## src/rtl/ascon_round_engine.sv

```systemverilog
// Iterative Ascon permutation engine: applies p^n (pC, pS, pL) to a 320-bit
// state, RPC rounds per clock, with valid/ready handshakes on both sides.
module ascon_round_engine #(
  parameter int RPC        = 1,
  parameter int MAX_ROUNDS = 12
) (
  input  logic         clk,
  input  logic         rst,
  input  logic         in_valid,
  output logic         in_ready,
  input  logic [319:0] in_state,
  input  logic [3:0]   in_rounds,
  output logic         out_valid,
  input  logic         out_ready,
  output logic [319:0] out_state,
  output logic         busy
);

  localparam logic [1:0] S_IDLE = 2'd0;
  localparam logic [1:0] S_RUN  = 2'd1;
  localparam logic [1:0] S_DONE = 2'd2;
  localparam logic [3:0] R_MAX  = 4'(MAX_ROUNDS);

  logic [1:0]   fsm;
  logic [319:0] state_q;
  logic [3:0]   rnd_q;
  logic [3:0]   n_req;
  logic [319:0] one_round;
  logic [319:0] two_round;
  logic [319:0] run_state;
  logic [3:0]   run_rnd;

  function automatic logic [63:0] ror(input logic [63:0] v, input int unsigned k);
    return (v >> k) | (v << (64 - k));
  endfunction

  function automatic logic [319:0] round_fn(input logic [319:0] s, input logic [3:0] i);
    logic [63:0] x0, x1, x2, x3, x4;
    logic [63:0] t0, t1, t2, t3, t4;
    x0 = s[319:256];
    x1 = s[255:192];
    x2 = s[191:128];
    x3 = s[127:64];
    x4 = s[63:0];
    // Round constant: high nibble counts down from F while the low nibble counts up.
    x2 ^= {56'd0, 4'hF - i, i};
    x0 ^= x4; x4 ^= x3; x2 ^= x1;
    t0 = ~x0 & x1; t1 = ~x1 & x2; t2 = ~x2 & x3; t3 = ~x3 & x4; t4 = ~x4 & x0;
    x0 ^= t1; x1 ^= t2; x2 ^= t3; x3 ^= t4; x4 ^= t0;
    x1 ^= x0; x0 ^= x4; x3 ^= x2; x2 = ~x2;
    x0 ^= ror(x0, 19) ^ ror(x0, 28);
    x1 ^= ror(x1, 61) ^ ror(x1, 39);
    x2 ^= ror(x2, 1)  ^ ror(x2, 6);
    x3 ^= ror(x3, 10) ^ ror(x3, 17);
    x4 ^= ror(x4, 7)  ^ ror(x4, 41);
    return {x0, x1, x2, x3, x4};
  endfunction

  always_comb n_req = (in_rounds > R_MAX) ? R_MAX : in_rounds;

  assign one_round = round_fn(state_q, rnd_q);
  assign two_round = round_fn(one_round, rnd_q + 4'd1);

  // The last cycle of an odd-length run on a two-round datapath applies one round.
  always_comb begin
    // NOTE: defaults first so every path assigns both outputs and no latch is inferred.
    run_state = one_round;
    run_rnd   = rnd_q + 4'd1;
    if (RPC == 2 && (R_MAX - rnd_q) >= 4'd2) begin
      run_state = two_round;
      run_rnd   = rnd_q + 4'd2;
    end
  end

  always_ff @(posedge clk or posedge rst) begin
    if (rst) begin
      // NOTE: non-blocking assignments keep every register updating from pre-edge values.
      fsm     <= S_IDLE;
      state_q <= '0;
      rnd_q   <= '0;
    end else begin
      case (fsm)
        S_IDLE: if (in_valid) begin
          state_q <= in_state;
          rnd_q   <= R_MAX - n_req;
          fsm     <= (n_req == 4'd0) ? S_DONE : S_RUN;
        end
        S_RUN: begin
          state_q <= run_state;
          rnd_q   <= run_rnd;
          if (run_rnd == R_MAX) fsm <= S_DONE;
        end
        S_DONE: if (out_ready) fsm <= S_IDLE;
        default: fsm <= S_IDLE;
      endcase
    end
  end

  assign in_ready  = (fsm == S_IDLE);
  assign busy      = (fsm == S_RUN);
  assign out_valid = (fsm == S_DONE);
  assign out_state = state_q;

endmodule

```

## config.mk

```make
export PLATFORM = sky130hd
export DESIGN_NAME = ascon_round_engine
export DESIGN_NICKNAME = d
export VERILOG_FILES = /design/src/rtl/ascon_round_engine.sv
export SDC_FILE = /design/constraint.sdc
export NUM_CORES = 2
export LEC_CHECK = 0
export CAP_MARGIN = 25
export CORE_ASPECT_RATIO = 1.4
export CORE_MARGIN = 3
export CORE_UTILIZATION = 48
export CTS_CLUSTER_DIAMETER = 50
export DETAILED_ROUTE_END_ITERATION = 16
export PLACE_DENSITY = 0.79
export SYNTH_ARGS = -nofsm -noshare
export SYNTH_HDL_FRONTEND = slang
export SYNTH_SLANG_ARGS = --single-unit
```

## constraint.sdc

```tcl
create_clock -name clk -period 10.75 [get_ports clk]
set_input_delay 1.075 -clock clk [delete_from_list [all_inputs] [get_ports clk]]
set_output_delay 1.075 -clock clk [all_outputs]
set_load 0.01 [all_outputs]
```

# == After elaboration in Yosys (flattened, before gate mapping) ==
# Cells that the tools add are included.
# Widths: inputs -> output; s select.
# totals
output_inout_bits,323
wordCells,71
in_bits,328
register_bits,326
# classes
n_reduce_logical,5
n_mux,10
bitwise_logic,43
n_eq_ne,6
n_addsub,3
order_cmp,1
# ops
op,n
$xor 64x64->64,21
$pmux 320 s2,1
$not 64->64,6
$and 64x64->64,5
$mux 320,1
$or 23x64->64,1
$or 25x64->64,1
$or 3x64->64,1
$or 36x64->64,1
$or 45x64->64,1
$or 47x64->64,1
$or 54x64->64,1
$or 57x64->64,1
$or 58x64->64,1
$or 63x64->64,1
$xor 64x8->64,1
$mux 2,4
$mux 4,2
$pmux 4 s2,1
$sub 4x4->4 const A,2
$pmux 2 s3,1
$add 4x1->4 const B,1
$eq 4x4->1 const B,1
$gt 4x4->1 const B,1
9 further kinds,10

# == Longest topological paths before layout ==
# depth
word_depth,11
ltp_mapped,8

# == Least setup slack after synthesis ==
# No wires, ideal clock.
# synth_path
path_type,register -> output
from,register fsm[1]
to,output busy
t_required_ps,9675
setup_slack_ps,8234
stages_incl_launch_ff,7
arrival_time_ps,1441
path_buffers,3
path_cell_list,dfrtp_1 > buf_2 > inv_1 > nand2_1 > inv_1 > clkbuf_1 > clkbuf_1
# synth_between
elab_chain_cells,1
# synth_rtl
item,line,source
start: declaration,24,logic [1:0] fsm;
start signal: assignment,86,fsm <= (n_req == 4'd0) ? S_DONE : S_RUN;
$eq 2x1->1,100,assign busy = (fsm == S_RUN);
end: declaration,16,output logic busy
# No other way between the ends.

# == Final worst setup path ==
# Same ends and word-level chain as after synthesis.

==> summary.txt <==
Floorplanning
  – Die width: about 220 µm
  – Die Ht: roughly 300 µm
  – Site row count: 108
  – Starting Density: 0.485
  – Core ar.: 62000 µm²
  – Num ports: between 600 and 700
  – Die Area: 65800 µm²

Finish
  – Nets: approximately 3900
  – Design area: approximately 39000 µm²
  – Share of layout cells above drive strength 1: 0.0384
  – P&R area growth vs syn: 28.8%
  – Post-Layout Cell Count: roughly 4300
  – Fill count: between 5000 and 6000
  – Final Util: 0.625

Timing
  – Worst-Margin Slew: roughly 1.2 ns
  – Final hold violation count: 0
  – TNS Setup: 0 ns
  – Max Freq: between 200 and 250 MHz
  – RSZ-0062 raised after global routing: false
  – Slew Limit Headroom: 0.168
  – Post-layout min period: approximately 4.1 ns
  – Setup violators final: 0
  – Share of the clock period used by the worst path: 0.385
  – Final slew viol count: 0
  – Clock Skew: 0.0207 ns

Global route
  – GRT Total Usage: 0.434
  – Initial antenna violation count: 2
  – Vias in the first global route: ~27000
  – GRT overflow: 0
  – Global route hottest layer: met2
  – Largest net degree at the start of global routing: approximately 220
  – Met1 Resource Use GR: 0.513
  – Global-route wire length before repair: 200000 µm
  – Met3 usage in global routing: 0.0796
  – Met2 Use GR: 0.681

Critical path
  – CP endpoint kind: primary output
  – Data arrival, critical path: 3.07 ns
  – Crit-path max FO: 94
  – Kind of critical path: reg -> out
  – Worst EP required: just under 10 ns
  – Worst path top cell family by delay: buffers and inverters
  – Startpoint types: flip-flop
  – Slowest CP cell: clkdlybuf4s50_1
  – Max incr delay on CP: between 0.6 and 0.7 ns
  – Worst Path Buf+Inv: 4
  – CP cell instances: buf_4 -> inv_1 -> nand2_1 -> inv_6 -> clkdlybuf4s50_1

CTS
  – Cts bufs inserted: 42
  – CTS H-tree lvls: 2
  – CTS resizes: 0
  – CTS Root Cell: clkbuf_16
  – Clock-pin slew on the worst setup and hold paths: roughly 0.060 ns
  – Worst skew pair latency: 0.59 ns
  – TritonCTS clock tree: yes
  – Post-CTS setup buffers: 0
  – Hold-fix buffers, CTS: 0
  – Sink Count: ~330
  – Worst-case clock buffer depth: 3

Yosys
  – Synth Area per Inst: roughly 11 µm²
  – Area contributors post-synth: dfrtp_1, xnor3_1, xnor2_1
  – Synth cell types: 47
  – Synth area leader: dfrtp_1
  – Synthesized area: about 30000 µm²
  – Synthesized flop and latch total: around 330
  – Share of the synthesized area in the top cell type: 0.271
  – Seq/Total Area, Yosys: 0.271
  – Yosys warns: 0
  – Post-synth top flop: dfrtp_1
  – Cells after Synth: approximately 2900
  – Ys async rst share: 1.00
  – Synthesized Nets: 3322
  – Number of enable flip-flop cells after synthesis: 0

Placement
  – RePlAce Congestion: 1.11
  – Placed instance count: about 4200
  – PortBufs: between 600 and 700
  – DPL Wire Length: 118000 µm
  – Placed cell area: ~37000 µm²

Job
  – Max Cap Viol: 0

Detailed routing
  – DRT antenna net count: 0
  – Initial DRC Count: around 3500
  – WL final: 147000 µm
  – TritonRoute pass-1 iters: 6
  – DR vias/cell: around 6.3
  – DRC: 0
  – Via count: 27148
  – Routed wire length per instance: approximately 34 µm

Hold path
  – HP Class: reg -> reg

Run status
  – Status: complete, no violations
## cell usage in the layout (no fill, tap or decap), types with 43 or more instances in the layout
cell / count
a21oi_1: 152
a221oi_1: 142
clkbuf_16: 43
clkdlybuf4s50_1: 649
dfrtp_1: 324
ha_1: 130
inv_1: 182
maj3_1: 50
mux2i_1: 55
nand2_1: 161
nor2_1: 50
nor3_1: 150
nor3b_1: 65
o21ai_0: 128
o22a_1: 65
or3_1: 78
xnor2_1: 454
xnor3_1: 244
xor2_1: 163
## area by class of cell
class | count | area, µm² | share of cell area
Clock inverter | 21 | 220 | 0.00568
Antenna cell | 1 | 2.50 | 0.0000646
Tap cell | 825 | 1030 | 0.0266
Timing Repair Buffer | 675 | 6760 | 0.174
Multi-Input combinational cell | 2203 | 20700 | 0.534
Inverter | 184 | 703 | 0.0182
Clock buffer | 55 | 1180 | 0.0305
Sequential cell | 326 | 8160 | 0.211
## cells by family (layout without fill, tap and decap cells)
group / after synthesis / in the layout / share of synthesized area
xor gates and xnor gates: 898 / 898 / 0.386
AOI/OAI and AO/OA: 543 / 543 / 0.123
and+or+nand+nor: 527 / 527 / 0.0887
buffers and inverters: 335 / 935 / 0.0420
DFF: 326 / 326 / 0.271
adders and majority gates: 180 / 180 / 0.0707
muxes: 55 / 55 / 0.0183
other: 0 / 1 / 0
## registers in the layout, indices dropped and copies added, names as in the netlist
name       cells
out_state    320
rnd_q          4
fsm            2
## layer usage
layer / routed length (µm) / part of all wire / vias up
li1: - / - / 11268
met1: 50700 / 0.35 / 13424
met2: 65900 / 0.45 / 1917
met3: 13800 / 0.094 / 537
met4: 16300 / 0.11 / 2
met5: 11 / 0.000075 / -
## synth_stat cells (3+ instances only)
cell / instances
o22ai_1: 3
a21oi_1: 152
a31oi_1: 3
ha_1: 130
xor2_1: 163
o22a_1: 65
xnor2_2: 23
nor3b_1: 65
a221oi_1: 142
a221oi_2: 4
maj3_1: 50
nor3_1: 150
a211o_1: 3
inv_1: 184
xnor2_1: 454
nor2_1: 51
o21a_1: 3
xor3_1: 14
buf_2: 5
or3_1: 78
buf_1: 10
dfrtp_1: 326
o21ai_0: 128
nor2b_1: 10
clkbuf_1: 136
a2bb2oi_1: 29
nand2_1: 161
mux2i_1: 55
xnor3_1: 244
## path summary, 6_finish.rpt
kind                                 from             end  slack (ns)  cells after the start
setup / recovery                   fsm[1]            busy        6.61                      5
setup reg to reg                   fsm[0]  out_state[219]        7.41                      6
hold / removal             out_state[128]  out_state[128]        0.57                      1
hold reg to reg            out_state[128]  out_state[128]        0.57                      1
min in group asynchronous             rst  out_state[243]        0.98                      2
max in group asynchronous             rst  out_state[212]        8.32                      3
## stage by stage
step	worst slack [ns]	hold slack, ns
3_5_place_dp	6.85	0.551
5_1_grt	6.59	0.593
6_report	6.61	0.570
4_1_cts	6.69	0.564
2_1_floorplan	0.649	0.548
3_3_place_gp	6.89	0.530
## worst reg2reg max path, delay by kind of cell, from the launching register on
kind	cells	cell delay [ns]
AOI/OAI and AO/OA	2	0.46
buffers and inverters	2	1.64
DFF	1	0.68
and+or+nand+nor	2	0.51
Power is left out: the tool's default activity adds up to more than one toggle a clock period on the data nets, which glitch-free logic cannot reach.
